==> config.mk <==
export PLATFORM = sky130hd
export DESIGN_NAME = dma_copy
export DESIGN_NICKNAME = d
export VERILOG_FILES = /design/src/rtl/dma_pkg.sv /design/src/rtl/dma_copy.sv
export SDC_FILE = /design/constraint.sdc
export NUM_CORES = 1
export LEC_CHECK = 0
export ABC_AREA = 1
export BUFFER_PORTS_ARGS = -buffer_cell sky130_fd_sc_hd__buf_2
export CAP_MARGIN = 30
export CORE_MARGIN = 5
export CORE_UTILIZATION = 40
export CTS_CLUSTER_DIAMETER = 80
export DETAILED_ROUTE_END_ITERATION = 8
export PLACE_DENSITY_LB_ADDON = 0.12
export SYNTH_ARGS = -nofsm -noshare
export SYNTH_HDL_FRONTEND = slang
export SYNTH_SLANG_ARGS = --single-unit
export TNS_END_PERCENT = 5
==> constraint.sdc <==
create_clock -name clk -period 2.7 [get_ports clk]
set_input_delay 0.135 -clock clk [delete_from_list [all_inputs] [get_ports clk]]
set_output_delay 0.135 -clock clk [all_outputs]
set_load 0.005 [all_outputs]
==> src/rtl/dma_pkg.sv <==
// Shared definitions for the word-copy DMA engine: FSM states and bus constants.
package dma_pkg;

  typedef enum logic [1:0] {
    IDLE  = 2'd0,
    READ  = 2'd1,
    WRITE = 2'd2,
    DONE  = 2'd3
  } dma_state_t;

  localparam logic [3:0]  MEM_BE_ALL = 4'b1111;
  localparam logic [31:0] WORD_BYTES = 32'd4;

  // A byte address is word aligned when its two low bits are clear.
  function automatic logic is_aligned(input logic [31:0] addr);
    return (addr[1:0] == 2'b00);
  endfunction

endpackage

==> src/rtl/dma_copy.sv <==
// Word-copy DMA engine: copies len 32-bit words from src_addr to dst_addr
// in ascending order over a single-port RAM with a one-cycle registered read.
// Each word costs one READ cycle followed by one WRITE cycle.
module dma_copy
  import dma_pkg::*;
#(
  parameter int LEN_W = 16
) (
  input  logic             clk,
  input  logic             rst,
  input  logic             start,
  input  logic [31:0]      src_addr,
  input  logic [31:0]      dst_addr,
  input  logic [LEN_W-1:0] len,
  output logic             busy,
  output logic             done,
  output logic             err,
  output logic             mem_req,
  output logic [31:0]      mem_addr,
  output logic             mem_we,
  output logic [3:0]       mem_be,
  output logic [31:0]      mem_wdata,
  input  logic [31:0]      mem_rdata
);

  dma_state_t       state;
  logic [31:0]      src_ptr;
  logic [31:0]      dst_ptr;
  logic [LEN_W-1:0] count;

  // Transfer sequencer: accepts or rejects commands, walks the pointers and
  // produces the registered status flags.
  always_ff @(posedge clk) begin
    if (rst) begin
      state   <= IDLE;
      src_ptr <= '0;
      dst_ptr <= '0;
      count   <= '0;
      busy    <= 1'b0;
      done    <= 1'b0;
      err     <= 1'b0;
    end else begin
      done <= 1'b0;
      err  <= 1'b0;
      case (state)
        IDLE: begin
          if (start) begin
            if (!is_aligned(src_addr) || !is_aligned(dst_addr)) begin
              err <= 1'b1;
            end else if (len == '0) begin
              state <= DONE;
              busy  <= 1'b1;
              done  <= 1'b1;
            end else begin
              src_ptr <= src_addr;
              dst_ptr <= dst_addr;
              count   <= len;
              state   <= READ;
              busy    <= 1'b1;
            end
          end
        end
        READ: begin
          state <= WRITE;
        end
        WRITE: begin
          src_ptr <= src_ptr + WORD_BYTES;
          dst_ptr <= dst_ptr + WORD_BYTES;
          count   <= count - LEN_W'(1);
          if (count == LEN_W'(1)) begin
            state <= DONE;
            done  <= 1'b1;
          end else begin
            state <= READ;
          end
        end
        DONE: begin
          state <= IDLE;
          busy  <= 1'b0;
        end
        default: begin
          state <= IDLE;
          busy  <= 1'b0;
        end
      endcase
    end
  end

  // Memory port decode from the registered state; write data is the RAM read
  // data passed straight through so each word moves in two cycles.
  always_comb begin
    mem_req   = 1'b0;
    mem_we    = 1'b0;
    mem_be    = 4'b0000;
    mem_addr  = '0;
    mem_wdata = '0;
    case (state)
      READ: begin
        mem_req  = 1'b1;
        mem_addr = src_ptr;
      end
      WRITE: begin
        mem_req   = 1'b1;
        mem_we    = 1'b1;
        mem_be    = MEM_BE_ALL;
        mem_addr  = dst_ptr;
        mem_wdata = mem_rdata;
      end
      default: begin
        mem_req = 1'b0;
      end
    endcase
  end

endmodule

**Word-level counts from Yosys, hierarchy flattened**

Index checks and enable logic that the tools add are counted.

- Register bits: 85
- Output and inout port bits: 73
- Input port bits: 115
- Word-level logic and storage cells: 64

- Bitwise logic cells: 2
- Add/sub/neg operators: 3
- Equal/unequal tests: 7
- Muxes and demuxes: 31
- Reductions and logical operators: 14

Operator list:

| kind | count |
|---|---|
| $mux W32 | 7 |
| $pmux W32 S2 | 3 |
| $add A32 B3 Y32 const B | 2 |
| $mux W16 | 3 |
| $pmux W16 S2 | 1 |
| $eq A16 B1 Y1 const B | 1 |
| $logic_not A16 Y1 | 1 |
| $sub A16 B1 Y16 const B | 1 |
| $mux W1 | 9 |
| $mux W2 | 4 |
| $pmux W2 S4 | 1 |
| $logic_not A2 Y1 | 3 |
| $ne A2 B2 Y1 const B | 3 |
| $eq A2 B2 Y1 const B | 2 |
| $mux W4 | 1 |
| $pmux W1 S2 | 2 |
| $reduce_and A4 Y1 | 1 |
| $reduce_bool A2 Y1 | 2 |
| $reduce_and A3 Y1 | 1 |
| $reduce_or A3 Y1 | 1 |
| $eq A2 B1 Y1 const B | 1 |
| $logic_not A1 Y1 | 2 |
| $not A1 Y1 | 2 |
| $reduce_and A2 Y1 | 1 |
| other kinds (2) | 2 |

**Logic depth before layout (Yosys ltp)**

- Depth in word-level cells: 6
- Gate-level depth with buffers: 11
- Mapped depth without buffers: 11

**Worst setup path before layout**

No wires, ideal clock.

- Path kind: reg-to-reg
- Start point: register state[0]
- End point: register dst_ptr[13]
- Path buffers: 3
- Arrival time: 1626 ps
- Setup time: 117 ps
- Period minus slack after synthesis: 1743 ps
- Required time: 2583 ps
- Cell stages (with the launch flop): 10
- Setup slack: 957 ps
- Cells stage by stage: dfxtp_1 -> inv_1 -> ha_1 -> buf_2 -> nand2_2 -> a21boi_2 -> buf_4 -> buf_4 -> nor3_1 -> nor2_1

- Longest elaborated chain between the ends: 3
- Elaborated cells on any way between the ends: 8
- Classes of those cells: 4 x eq/ne; 1 x mux; 3 x reduce/logical

RTL lines:

| element | line | source |
|---|---|---|
| start: declaration | dma_copy.sv:26 | `dma_state_t state;` |
| start signal: assignment | dma_copy.sv:35 | `state <= IDLE;` |
| start signal: assignment | dma_copy.sv:51 | `state <= DONE;` |
| start signal: assignment | dma_copy.sv:58 | `state <= READ;` |
| $eq A2 B2 Y1 / $logic_not A2 Y1 (equally long branches) | dma_copy.sv:45 | `case (state)` |
| $reduce_bool A2 Y1 (no source line) / $ne A2 B2 Y1 (equally long branches) | -- |  |
| $reduce_and A4 Y1 (no source line) | -- |  |
| end signal: assignment | dma_copy.sv:56 | `dst_ptr <= dst_addr;` |
| end signal: assignment | dma_copy.sv:68 | `dst_ptr <= dst_ptr + WORD_BYTES;` |
| end: declaration | dma_copy.sv:28 | `logic [31:0] dst_ptr;` |

Parallel ways exist; a longest one is shown, timed or not.
A chain may end at the register's enable or synchronous reset.

**Final worst setup path**

- Start point: register state[0]
- End point: output mem_addr[10]

- Longest elaborated chain between the ends: 2
- Elaborated cells on any way between the ends: 3
- Classes of those cells: 2 x eq/ne; 1 x mux

RTL lines:

| element | line | source |
|---|---|---|
| $eq A2 B2 Y1 / $eq A2 B1 Y1 (equally long branches) | dma_copy.sv:97 | `case (state)` |
| $pmux W32 S2 (*) | dma_copy.sv:97 |  |
| end: declaration | dma_copy.sv:19 | `output logic [31:0] mem_addr,` |

Every way passes the cells marked *; elsewhere a longest branch is shown, timed or not.

==> run metrics <==
status finished, final reports clean; Slew Viols, Final 0; Worst-Margin Slew 0.597 ns; number of global-route vias before repair 7209; crit path time final 2.53 ns; Async SR Flop Fraction 0%; slowest CP cell ha_4; Post-Route Setup TNS 0 ns; area leader, netlist dfxtp_1; first-pass GRT wire length ~37000 um; Worst path max stage delay approximately 0.47 ns; WP data arrival ~2.4 ns; post-route design area 8180 um^2; Area after DPL around 7800 um^2; Post-synth EDFFs 0; CP Cell Sequence inv_1 -> ha_4 -> buf_4 -> nand2_1 -> a21oi_1 -> buf_2; Setup-failing EPs final 0; slew margin rel. 60.2%; Setup crit start kind flop; Setup Fix Bufs, Post-CTS 0; Pre-antenna DRT Iters 6; total track usage between 20% and 30%; DIE WIDTH 140 um; CP top delay family buffers and inverters; commonest cells after routing, fill and taps aside 389 x nand2_1, 187 x buf_2, 181 x nor2_1; Die Area slightly below 20000 um^2; RSZ-0062 raised after global routing no; Clock Latency Late Sink 0.35 ns; drt wl/cell 14.4 um; Residual DRC 0; Syn-to-layout area delta 20.3%; Yosys warning total 0; site row count 47; Root Driver clkbuf_16; Core Region about 17000 um^2; final clock period utilization by the worst path about 94%; Final Instance Count excl. Fillers between 1500 and 2000; DR vias/cell between 5 and 6; TritonCTS clock tree yes; Power Density 698 nW/um^2; starting density of the core 40.8%; CP Capture Type primary output; IO Count between 150 and 200; worst endpoint required time roughly 2.6 ns; chip height between 100 and 150 um; Syn Inst Count about 1200; Total Routed Length 23000 um; post-synthesis sequential area ratio around a quarter; CP Class reg2out; syn_nets 1345; Final #Nets 1495; # resized after CTS 0; Main synth FF type dfxtp_1; H-Tree Depth 3; Inserted Diodes 0; Leak between 3 and 4 nW; Hold-fix buffers, CTS 0; CTS clk-pin slew, worst paths 0.06 ns; Worst VDD drop 331 uV; buffers plus inverters on the worst setup path 3; routed via count 8034; Port Buf Inserts between 150 and 200; GR Overflow Total 0; Max Root-Sink Buffers 2; GPL Wtd Cong between 0.8 and 0.9; Post-Place Cells between 1500 and 2000; pin count of the biggest net entering global routing 64; clock skew around 0.0051 ns; Avg Cell Area, Syn roughly 5.6 um^2; max-cap violation count 0; Final Core Density around half; Yosys top cell area share between 20% and 30%; Hold Vio Cnt, Final 0; antenna violations before repair 0; Max Fanout on Critical Path 40; fmax 395 MHz; Synth cell types just over 40; DP Wirelength 16900 um; DRT antenna net count 0; dominant cells by area after synthesis dfxtp_1 25%, nand2_1 21%, nor2_1 10%; commonest non-fill, non-tap cell in the layout nand2_1; layout cells sized above 1 between 10% and 20%; #FFs+latches synth 85; DR iter-0 viols a little over 500; # clock sinks between 80 and 90; cts bufs inserted 9; Syn Std Cell Area roughly 6800 um^2; Worst Hold Class in2reg
where the power goes:
group | switching [mW] | internal (mW) | total (mW)
Clock | 0.553 | 0.883 | 1.44
Sequential | 0.313 | 1.48 | 1.79
Combinational | 1.63 | 0.851 | 2.48
Total | 2.50 | 3.21 | 5.71
area by class of cell:
type / instances / area (um^2)
fillers: 1848 / 8470
multi-input cells: 950 / 4320
flip-flops and latches: 85 / 1700
repair buffers: 201 / 1080
inverters: 124 / 465
well taps: 220 / 275
clock buffers: 12 / 267
clock inverters: 3 / 67.6
cell usage after synthesis (2+ instances only):
cell type / count
nand4_1: 17
a21boi_0: 3
nand2_1: 389
nor3_1: 19
buf_2: 20
nor2_1: 181
buf_1: 3
nand3_2: 2
a21oi_1: 98
a31oi_1: 2
o22ai_1: 2
nor2_2: 10
nand3_1: 85
nor2_4: 4
xor2_1: 4
clkbuf_1: 23
buf_4: 12
inv_2: 3
a21oi_2: 4
nor4_1: 3
or2_2: 8
inv_1: 121
o21ai_0: 85
dfxtp_1: 85
nand2_2: 10
buf_6: 3
ha_1: 9
o211ai_1: 3
metrics by stage:
stage / hold WS, ns / setup slack, ns / power [mW]
global placement: 0.393 / 0.618 / 4.27
CTS: 0.0174 / 0.192 / 5.72
detailed placement: 0.384 / 0.560 / 4.28
floorplan: 0.276 / 0.957 / 3.54
finish: 0.0262 / 0.169 / 5.71
global route: 0.0523 / 0.0433 / 6.15
worst reg2reg max path, cell delays in order (launching register included):
cell and delay, ns:
dfxtp_1 0.34, inv_1 0.15, ha_4 0.47, inv_2 0.27
buf_12 0.25, or2_2 0.38, nand4_1 0.10, nand2_1 0.05
nor2_1 0.09
final timing paths:
check,startpoint,endpoint,slack (ns),depth (start not counted)
worst max-delay path,state[0],mem_addr[10],0.17,6
worst min-delay path,start,err,0.03,3
worst max register to register,state[0],src_ptr[18],0.53,8
worst min register to register,dst_ptr[0],dst_ptr[0],0.44,2
registers in the layout, indices dropped and copies added (netlist names):
name     count
busy         1
done         1
src_ptr     32
count       16
state        2
dst_ptr     32
err          1
layer usage:
layer  vias to the layer above  wire length, um  global-route usage, %
li1                       4188                -                      -
met1                      3569            10900                   32.4
met2                       258            10200                   35.7
met3                        19             1630                   3.51
met4                         0              289                   5.92
met5                         -                0                      0
cell families after synthesis:
family	Yosys count	share of synthesized area, %
simple gates	733	45.2
compound gates	202	15.6
buf+inv	186	11.7
flops	85	25.0
fa+ha+maj	9	1.66
xor+xnor	5	0.644
mux	1	0.147
Power figures use the tool's default switching activity.
